`config.mk`:
```
export PLATFORM = sky130hd
export DESIGN_NAME = async_fifo_reader
export DESIGN_NICKNAME = d
export VERILOG_FILES = /design/src/rtl/async_fifo_reader.sv
export SDC_FILE = /design/constraint.sdc
export NUM_CORES = 1
export LEC_CHECK = 0
export ABC_AREA = 1
export BUFFER_PORTS_ARGS = -buffer_cell sky130_fd_sc_hd__buf_2
export CAP_MARGIN = 20
export CORE_ASPECT_RATIO = 1.5
export CORE_UTILIZATION = 55
export DETAILED_ROUTE_END_ITERATION = 8
export PLACE_DENSITY = 0.8
export RECOVER_POWER = 25
export SLEW_MARGIN = 25
export SYNTH_ARGS = -nofsm -noshare
export SYNTH_HDL_FRONTEND = slang
export SYNTH_SLANG_ARGS = --single-unit
```
`constraint.sdc`:
```
create_clock -name clk -period 2.15 [get_ports clk]
set_clock_uncertainty 0.15 [all_clocks]
set_input_delay 0.215 -clock clk [delete_from_list [all_inputs] [get_ports clk]]
set_output_delay 0.215 -clock clk [all_outputs]
set_load 0.02 [all_outputs]
```
`src/rtl/async_fifo_reader.sv`:
```
// -----------------------------------------------------------------------------
// async_fifo_reader
//
// Read-side adapter for the dual-clock FIFO, running entirely in the FIFO read
// clock domain. It pops words from the FIFO's first-word-fall-through read port
// into a 2-entry skid buffer. It presents them downstream as a registered
// valid/ready stream with a frame delimiter, a synchronous flush and a running
// count of delivered words.
//
// Ports:
//   clk            in   read-domain clock (same as FIFO read_clk)
//   reset_n        in   asynchronous active-low reset
//   fifo_empty     in   FIFO empty flag
//   fifo_read_en   out  pop request to the FIFO (forced low during reset)
//   fifo_read_data in   FIFO head word, valid whenever fifo_empty=0
//   flush          in   synchronous discard of buffered words + frame restart
//   out_valid      out  stream word available (registered)
//   out_ready      in   downstream accepts the word
//   out_data       out  stream data (registered, buffer head)
//   out_last       out  final beat of the current frame (registered)
//   word_count     out  beats accepted downstream, wraps modulo 2^COUNT_WIDTH
// -----------------------------------------------------------------------------
module async_fifo_reader #(
    parameter int WIDTH       = 32,
    parameter int FRAME_LEN   = 4,
    parameter int COUNT_WIDTH = 16
) (
    input  logic                   clk,
    input  logic                   reset_n,
    input  logic                   fifo_empty,
    output logic                   fifo_read_en,
    input  logic [WIDTH-1:0]       fifo_read_data,
    input  logic                   flush,
    output logic                   out_valid,
    input  logic                   out_ready,
    output logic [WIDTH-1:0]       out_data,
    output logic                   out_last,
    output logic [COUNT_WIDTH-1:0] word_count
);

    // Beat index needs at least one bit even when every frame is a single beat.
    localparam int            BW        = (FRAME_LEN > 1) ? $clog2(FRAME_LEN) : 1;
    localparam logic [BW-1:0] LAST_BEAT = BW'(FRAME_LEN - 1);

    // Buffer occupancy: 0, 1 or 2 words.
    logic [1:0]             r_count;
    logic [WIDTH-1:0]       r_head;
    logic [WIDTH-1:0]       r_tail;
    logic [BW-1:0]          r_beat;
    logic                   r_valid;
    logic                   r_last;
    logic [COUNT_WIDTH-1:0] r_wc;

    logic                   w_pop;
    logic                   w_accept;
    logic [1:0]             w_count_nxt;
    logic [WIDTH-1:0]       w_head_nxt;
    logic [WIDTH-1:0]       w_tail_nxt;
    logic [BW-1:0]          w_beat_nxt;
    logic [COUNT_WIDTH-1:0] w_wc_nxt;

    // The pop request never looks at out_ready, so downstream readiness has no
    // combinational path back into the FIFO. Reset gates it immediately.
    assign w_pop        = reset_n & ~fifo_empty & (r_count < 2'd2) & ~flush;
    assign w_accept     = r_valid & out_ready;
    assign fifo_read_en = w_pop;

    assign out_valid  = r_valid;
    assign out_data   = r_head;
    assign out_last   = r_last;
    assign word_count = r_wc;

    // Next-state computation for the skid buffer, frame position and counter.
    always_comb begin
        w_count_nxt = r_count;
        w_head_nxt  = r_head;
        w_tail_nxt  = r_tail;
        w_beat_nxt  = r_beat;
        w_wc_nxt    = r_wc;
        if (flush) begin
            // Flush wins over a same-cycle accept; slot contents are left as
            // don't-care and simply become invisible.
            w_count_nxt = 2'd0;
            w_beat_nxt  = {BW{1'b0}};
        end else begin
            case (r_count)
                2'd0: begin
                    if (w_pop) begin
                        w_head_nxt  = fifo_read_data;
                        w_count_nxt = 2'd1;
                    end else begin
                        w_count_nxt = 2'd0;
                    end
                end
                2'd1: begin
                    if (w_pop && !w_accept) begin
                        w_tail_nxt  = fifo_read_data;
                        w_count_nxt = 2'd2;
                    end else if (w_pop && w_accept) begin
                        // Head leaves and is replaced in the same cycle: full rate.
                        w_head_nxt  = fifo_read_data;
                        w_count_nxt = 2'd1;
                    end else if (w_accept) begin
                        w_count_nxt = 2'd0;
                    end else begin
                        w_count_nxt = 2'd1;
                    end
                end
                2'd2: begin
                    if (w_accept) begin
                        w_head_nxt  = r_tail;
                        w_count_nxt = 2'd1;
                    end else begin
                        w_count_nxt = 2'd2;
                    end
                end
                default: begin
                    w_count_nxt = 2'd0;
                end
            endcase
            if (w_accept) begin
                w_beat_nxt = (r_beat == LAST_BEAT) ? {BW{1'b0}} : (r_beat + BW'(1));
                w_wc_nxt   = r_wc + COUNT_WIDTH'(1);
            end else begin
                w_beat_nxt = r_beat;
                w_wc_nxt   = r_wc;
            end
        end
    end

    // State registers; valid/last are registered from the next-state values so
    // every stream output comes straight from a flop.
    always_ff @(posedge clk or negedge reset_n) begin
        if (!reset_n) begin
            r_count <= 2'd0;
            r_head  <= {WIDTH{1'b0}};
            r_tail  <= {WIDTH{1'b0}};
            r_beat  <= {BW{1'b0}};
            r_valid <= 1'b0;
            r_last  <= 1'b0;
            r_wc    <= {COUNT_WIDTH{1'b0}};
        end else begin
            r_count <= w_count_nxt;
            r_head  <= w_head_nxt;
            r_tail  <= w_tail_nxt;
            r_beat  <= w_beat_nxt;
            r_valid <= (w_count_nxt != 2'd0);
            r_last  <= (w_count_nxt != 2'd0) && (w_beat_nxt == LAST_BEAT);
            r_wc    <= w_wc_nxt;
        end
    end

endmodule

```
; Word-level counts from Yosys, hierarchy flattened
; Index checks and enable logic that the tools add are counted.
[word_totals]
ff_bits = 86
inputBits = 37
output_inout_bits = 51
[op_classes]
add_sub_neg = 2
order_cmp = 1
eq_ne = 8
mux = 15
n_bitwise = 6
reduce_logical = 10
[ops]
columns = cell, n
row1 = 2-to-1 mux 32 bit, 4
row2 = one-hot mux 32 bit (3 select lines), 1
row3 = "adder 16 x 1 -> 16 bit, second input constant", 1
row4 = 2-to-1 mux 2 bit, 6
row5 = "!= test 2 bit, second input constant", 4
row6 = "== test 2 bit, second input constant", 3
row7 = one-hot mux 2 bit (3 select lines), 1
row8 = AND reduction 6 bit, 1
row9 = AND 1 bit, 4
row10 = logical AND 1 bit, 3
row11 = 2-to-1 mux 1 bit, 3
row12 = AND reduction 3 bit, 1
row13 = nonzero test 3 bit, 1
row14 = "adder 2 x 1 -> 2 bit, second input constant", 1
row15 = "== test 2 x 1 -> 1 bit, second input constant", 1
row16 = logical NOT 2 bit, 1
row17 = "< comparator 2 bit, second input constant", 1
row18 = NOT 1 bit, 2
row19 = AND reduction 2 bit, 1
row20 = nonzero test 2 bit, 1
row21 = logical NOT 1 bit, 1

; Logic depth before layout (Yosys ltp)
[logic_depth]
depth_word = 11
depth_mapped = 12
mapped_depth_nobuf = 10

; Least setup slack after synthesis
; OpenSTA, ideal clock, no wires.
[synth_timing]
path_type = register -> register
startpoint = register r_count[1]
endpoint = register r_head[0], in the netlist out_data[0]
t_arrival_ps = 1601
required_time_ps = 1883
setup_slack_ps = 283
stages_incl_launch_ff = 11
n_path_buf = 1
synth_period_minus_slack_ps = 1867
path_cell_list = dfrtp_1 -> nor2_2 -> nand3_1 -> inv_1 -> ha_1 -> a21oi_2 -> nor2_8 -> nand2_8 -> buf_12 -> nand2_2 -> nand2_1
[synth_via]
elab_chain_cells = 6
[synth_rtl]
columns = element, line_no
row1 = start: declaration, 46  ; logic [1:0] r_count;
row2 = start signal: assignment, 143  ; r_count <= w_count_nxt;
row3 = < comparator 2 bit *, 64  ; assign w_pop = reset_n & ~fifo_empty & (r_count < 2'd2) & ~flush;
row4 = AND 1 bit * (2 in a row), 64
row5 = net fifo_read_en, 31  ; output logic fifo_read_en,
row6 = "logical AND 1 bit, on equally long branches", "99, 96"
row7 = != test 2 bit (no source line), --
row8 = AND reduction 6 bit (no source line) *, --
row9 = end signal: assignment, 136  ; r_head <= {WIDTH{1'b0}};
row10 = end signal: assignment, 144  ; r_head <= w_head_nxt;
row11 = end: declaration, 47  ; logic [WIDTH-1:0] r_head;
; The timed path passes the listed nets; every way through them passes the cells marked *.
; A chain may end at the register's enable or synchronous reset.

; Worst setup path after layout
[layout_timing]
startpoint = register r_count[1]
endpoint = register r_head[11], in the netlist out_data[11]
[layout_via]
elab_chain_cells = 6
[layout_rtl]
columns = element, line_no
row1 = < comparator 2 bit, 64
row2 = AND 1 bit (2 in a row), 64
row3 = "logical AND 1 bit, on equally long branches", "99, 96"
row4 = != test 2 bit (no source line), --
row5 = AND reduction 6 bit (no source line), --
; Several ways; a longest one is shown, not always the timed one.

==> results_dict.tcl <==
set metrics [dict create \
    fin_crit_sh 0.949 \
    p_leak_uw 0.00271 \
    nets 664 \
    die_h_um 109 \
    drc 0 \
    tns_ns 0 \
    relSlewSlack 0.568 \
    wl_per_cell_um 13.1 \
    worst_r2r_path_depth 9 \
    cap_violations 0 \
    pwr_density_cell_nw_per_um2 837 \
    synth.distinct_cells 25 \
    worst_hold_startpoint "flush" \
    stdcell_count 726 \
    hold_depth 4 \
    synthesis.nets 544 \
    pin_count 88 \
    area_growth_pct 23.9 \
    cp_top_family "simple AND/OR/NAND/NOR gates" \
    cts_tree "built" \
    portBuffers 87 \
    hp-class "in -> reg" \
    fin_crit_ns 2.04 \
    gp_congestion 0.875 \
    nFillCells 597 \
    r2r_start "r_count[1]" \
    row_count 38 \
    cts_resized 0 \
    setup_viol 0 \
    ctsHtreeMaxLevel 3 \
    hold_viol_final 0 \
    syn-cell-area_um2 4190 \
    clock_sinks 86 \
    seq_power_share 0.492 \
    start_util 0.572 \
    syn_area_per_cell_um2 8.32 \
    power_frac_clock 0.258 \
    seq_area_um2 2150 \
    cts_buffer_depth 2 \
    fmax_ghz 0.490 \
    multi_input_area_um2 1680 \
    criticalPathCategory "reg -> reg" \
    track_usage 0.258 \
    r2r_end "out_data[11]" \
    first_global_vias 3454 \
    rsz0062_at_grt "no" \
    worst_ep_required_time_ns 2.30 \
    whs_endpoint "word_count[15]" \
    holdWs_ns 0.0875 \
    grt_pass1_wl_mm 15.4 \
    vias_per_cell 5.05 \
    worstMarginPinSlew_ns 0.648 \
    ant_nets 0 \
    cts_hold_buf 34 \
    wl_mm 9.48 \
    combPwrFrac 0.249 \
    seq_area_frac_synth 0.514 \
    post-cts-setup-buffers 0 \
    core_um2 7320 \
    antenna_cells 0 \
    crit_path_start_kind "flip-flop" \
    grt_max_degree 65 \
    crit_path_end_kind "flip-flop" \
    clk_pin_slew_ns 0.07 \
    p_sw_uw 1450 \
    cp_cell_sequence "nor2_2, nand3_1, inv_1, ha_1, a21oi_2, nor2_8, buf_4, nand3_1, nand2_1" \
    arrival_ns 2.19 \
    path_buf_inv 2 \
    synthCells 503 \
    critPathMaxFanout 21 \
    grt-ovfl-total 0 \
    vdd_drop_max_uv 646 \
    die_x_um 73.2 \
    status "complete, no violations" \
    drt_iter0_drc 206 \
    cts_made_buffers 9 \
    cts_root_buffer "clkbuf_8" \
    reg2reg_slack_ns 0.11 \
    ys_warn_count 0 \
    antenna_found_initial 0 \
    post-dp-hpwl_mm 6.44 \
    dr.pass1.iters 4 \
    p_total_uw 4340 \
    drive_gt1_frac 0.214 \
    num_vias 3666 \
    placed_cells 678 \
    crit_path_top_delay_cell "dfrtp_1" \
    slowest_delay_ns 0.43 \
    crit_top_cell "nand3_1" \
    place_area_um2 4690 \
    synth-seq-cells 86 \
    clk_latency_ns 0.36 \
    post-route-cell-area_um2 5190 \
    internal_power_uw 2890 \
    finalMaxSlewViolations 0 \
    sw_frac_of_total 0.335 \
    dieArea_um2 7970 \
]
## cell usage after synthesis
cell | n | area share
xnor2_1 | 3 | 0.0063
nor2_1 | 27 | 0.024
o21ai_4 | 1 | 0.0039
clkbuf_1 | 5 | 0.0045
ha_1 | 4 | 0.012
nand3_1 | 39 | 0.047
o21ai_0 | 47 | 0.056
a21oi_2 | 1 | 0.0021
a21oi_1 | 6 | 0.0072
inv_2 | 3 | 0.0027
nand2_8 | 1 | 0.0048
inv_1 | 52 | 0.047
buf_2 | 14 | 0.017
nand3_2 | 2 | 0.0048
nand4_1 | 4 | 0.0060
xor2_1 | 4 | 0.0084
nand3b_1 | 3 | 0.0054
o21ai_1 | 20 | 0.024
buf_12 | 3 | 0.014
nor2_4 | 1 | 0.0027
nor2_2 | 3 | 0.0045
nor2_8 | 2 | 0.0096
nand2_2 | 31 | 0.046
nand2_1 | 141 | 0.13
dfrtp_1 | 86 | 0.51
## layout by cell type, fill, tap and decap left out, types with 2 or more instances in the layout
cell             n
nand2_2         31
a21oi_1          6
o21ai_0         47
nand3_2          2
buf_4            8
nand2_1        141
nor2_2           3
o21ai_1         20
dlygate4sd3_1   34
dfrtp_1         86
xnor2_1          3
nor2_1          27
buf_2           68
nand4_1          4
xor2_1           4
inv_2            3
nor2_8           2
clkbuf_8        11
nand3b_1         3
ha_1             4
clkbuf_1        22
inv_1           52
nand3_1         39
## per-stage QoR
stage	util	setup WS (ns)
after floorplan	-	0.283
after global placement	0.640	0.349
after detailed placement	0.640	0.180
after CTS	0.713	0.114
after global routing	0.708	0.00360
final	0.708	0.110
## worst min-delay path, cell delays in order
cell and delay [ns]:
buf_2 0.15, nor2_4 0.09, nand2_1 0.07, nand2_1 0.04
## power groups by stage
stage               clock network [uW]  logic [uW]  registers, uW
floorplan                            0         412           2390
global placement                     0        1030           2150
detailed placement                   0        1070           2160
CTS                               1150        1120           2130
global route                      1220        1190           2170
finish                            1120        1080           2140
## sequential cells by signal, indices dropped and copies added, names as in the netlist
register	cells
out_data	32
out_last	1
out_valid	1
r_beat	2
r_count	2
r_tail	32
word_count	16
## routing by layer
layer  up-vias  share of wire  GRT usage
li1       1821              -          -
met3        33          0.034     0.0379
met2       101           0.53      0.448
met5         -              0          0
met1      1711           0.40      0.285
met4         0          0.042      0.176
## logic make-up after synthesis
family / count (synthesis) / synth area share
buf+inv: 77 / 0.0849
xor+xnor: 7 / 0.0146
flops: 86 / 0.514
simple gates: 254 / 0.281
fa+ha+maj: 4 / 0.0120
compound gates: 75 / 0.0932
## cell type report
| type | count | share of cell area |
|---|---|---|
| clock buffer | 13 | 0.0306 |
| clock inverter | 1 | 0.00579 |
| inverter | 55 | 0.0398 |
| multi-input combinational | 340 | 0.324 |
| sequential | 86 | 0.415 |
| tap | 100 | 0.0241 |
| timing repair buffer | 131 | 0.161 |
## worst max path at each step
stage / start / to / slack [ns] / cells past startpoint
detailed placement: r_count[1] / out_data[11] / 0.18 / 9
global placement: r_count[1] / out_data[31] / 0.35 / 9
floorplan: r_count[1] / out_data[0] / 0.28 / 10
global route: r_count[1] / out_data[30] / 0.004 / 9
CTS: r_count[1] / out_data[11] / 0.11 / 9
finish: r_count[1] / out_data[11] / 0.11 / 9
Power figures use the tool's default switching activity.
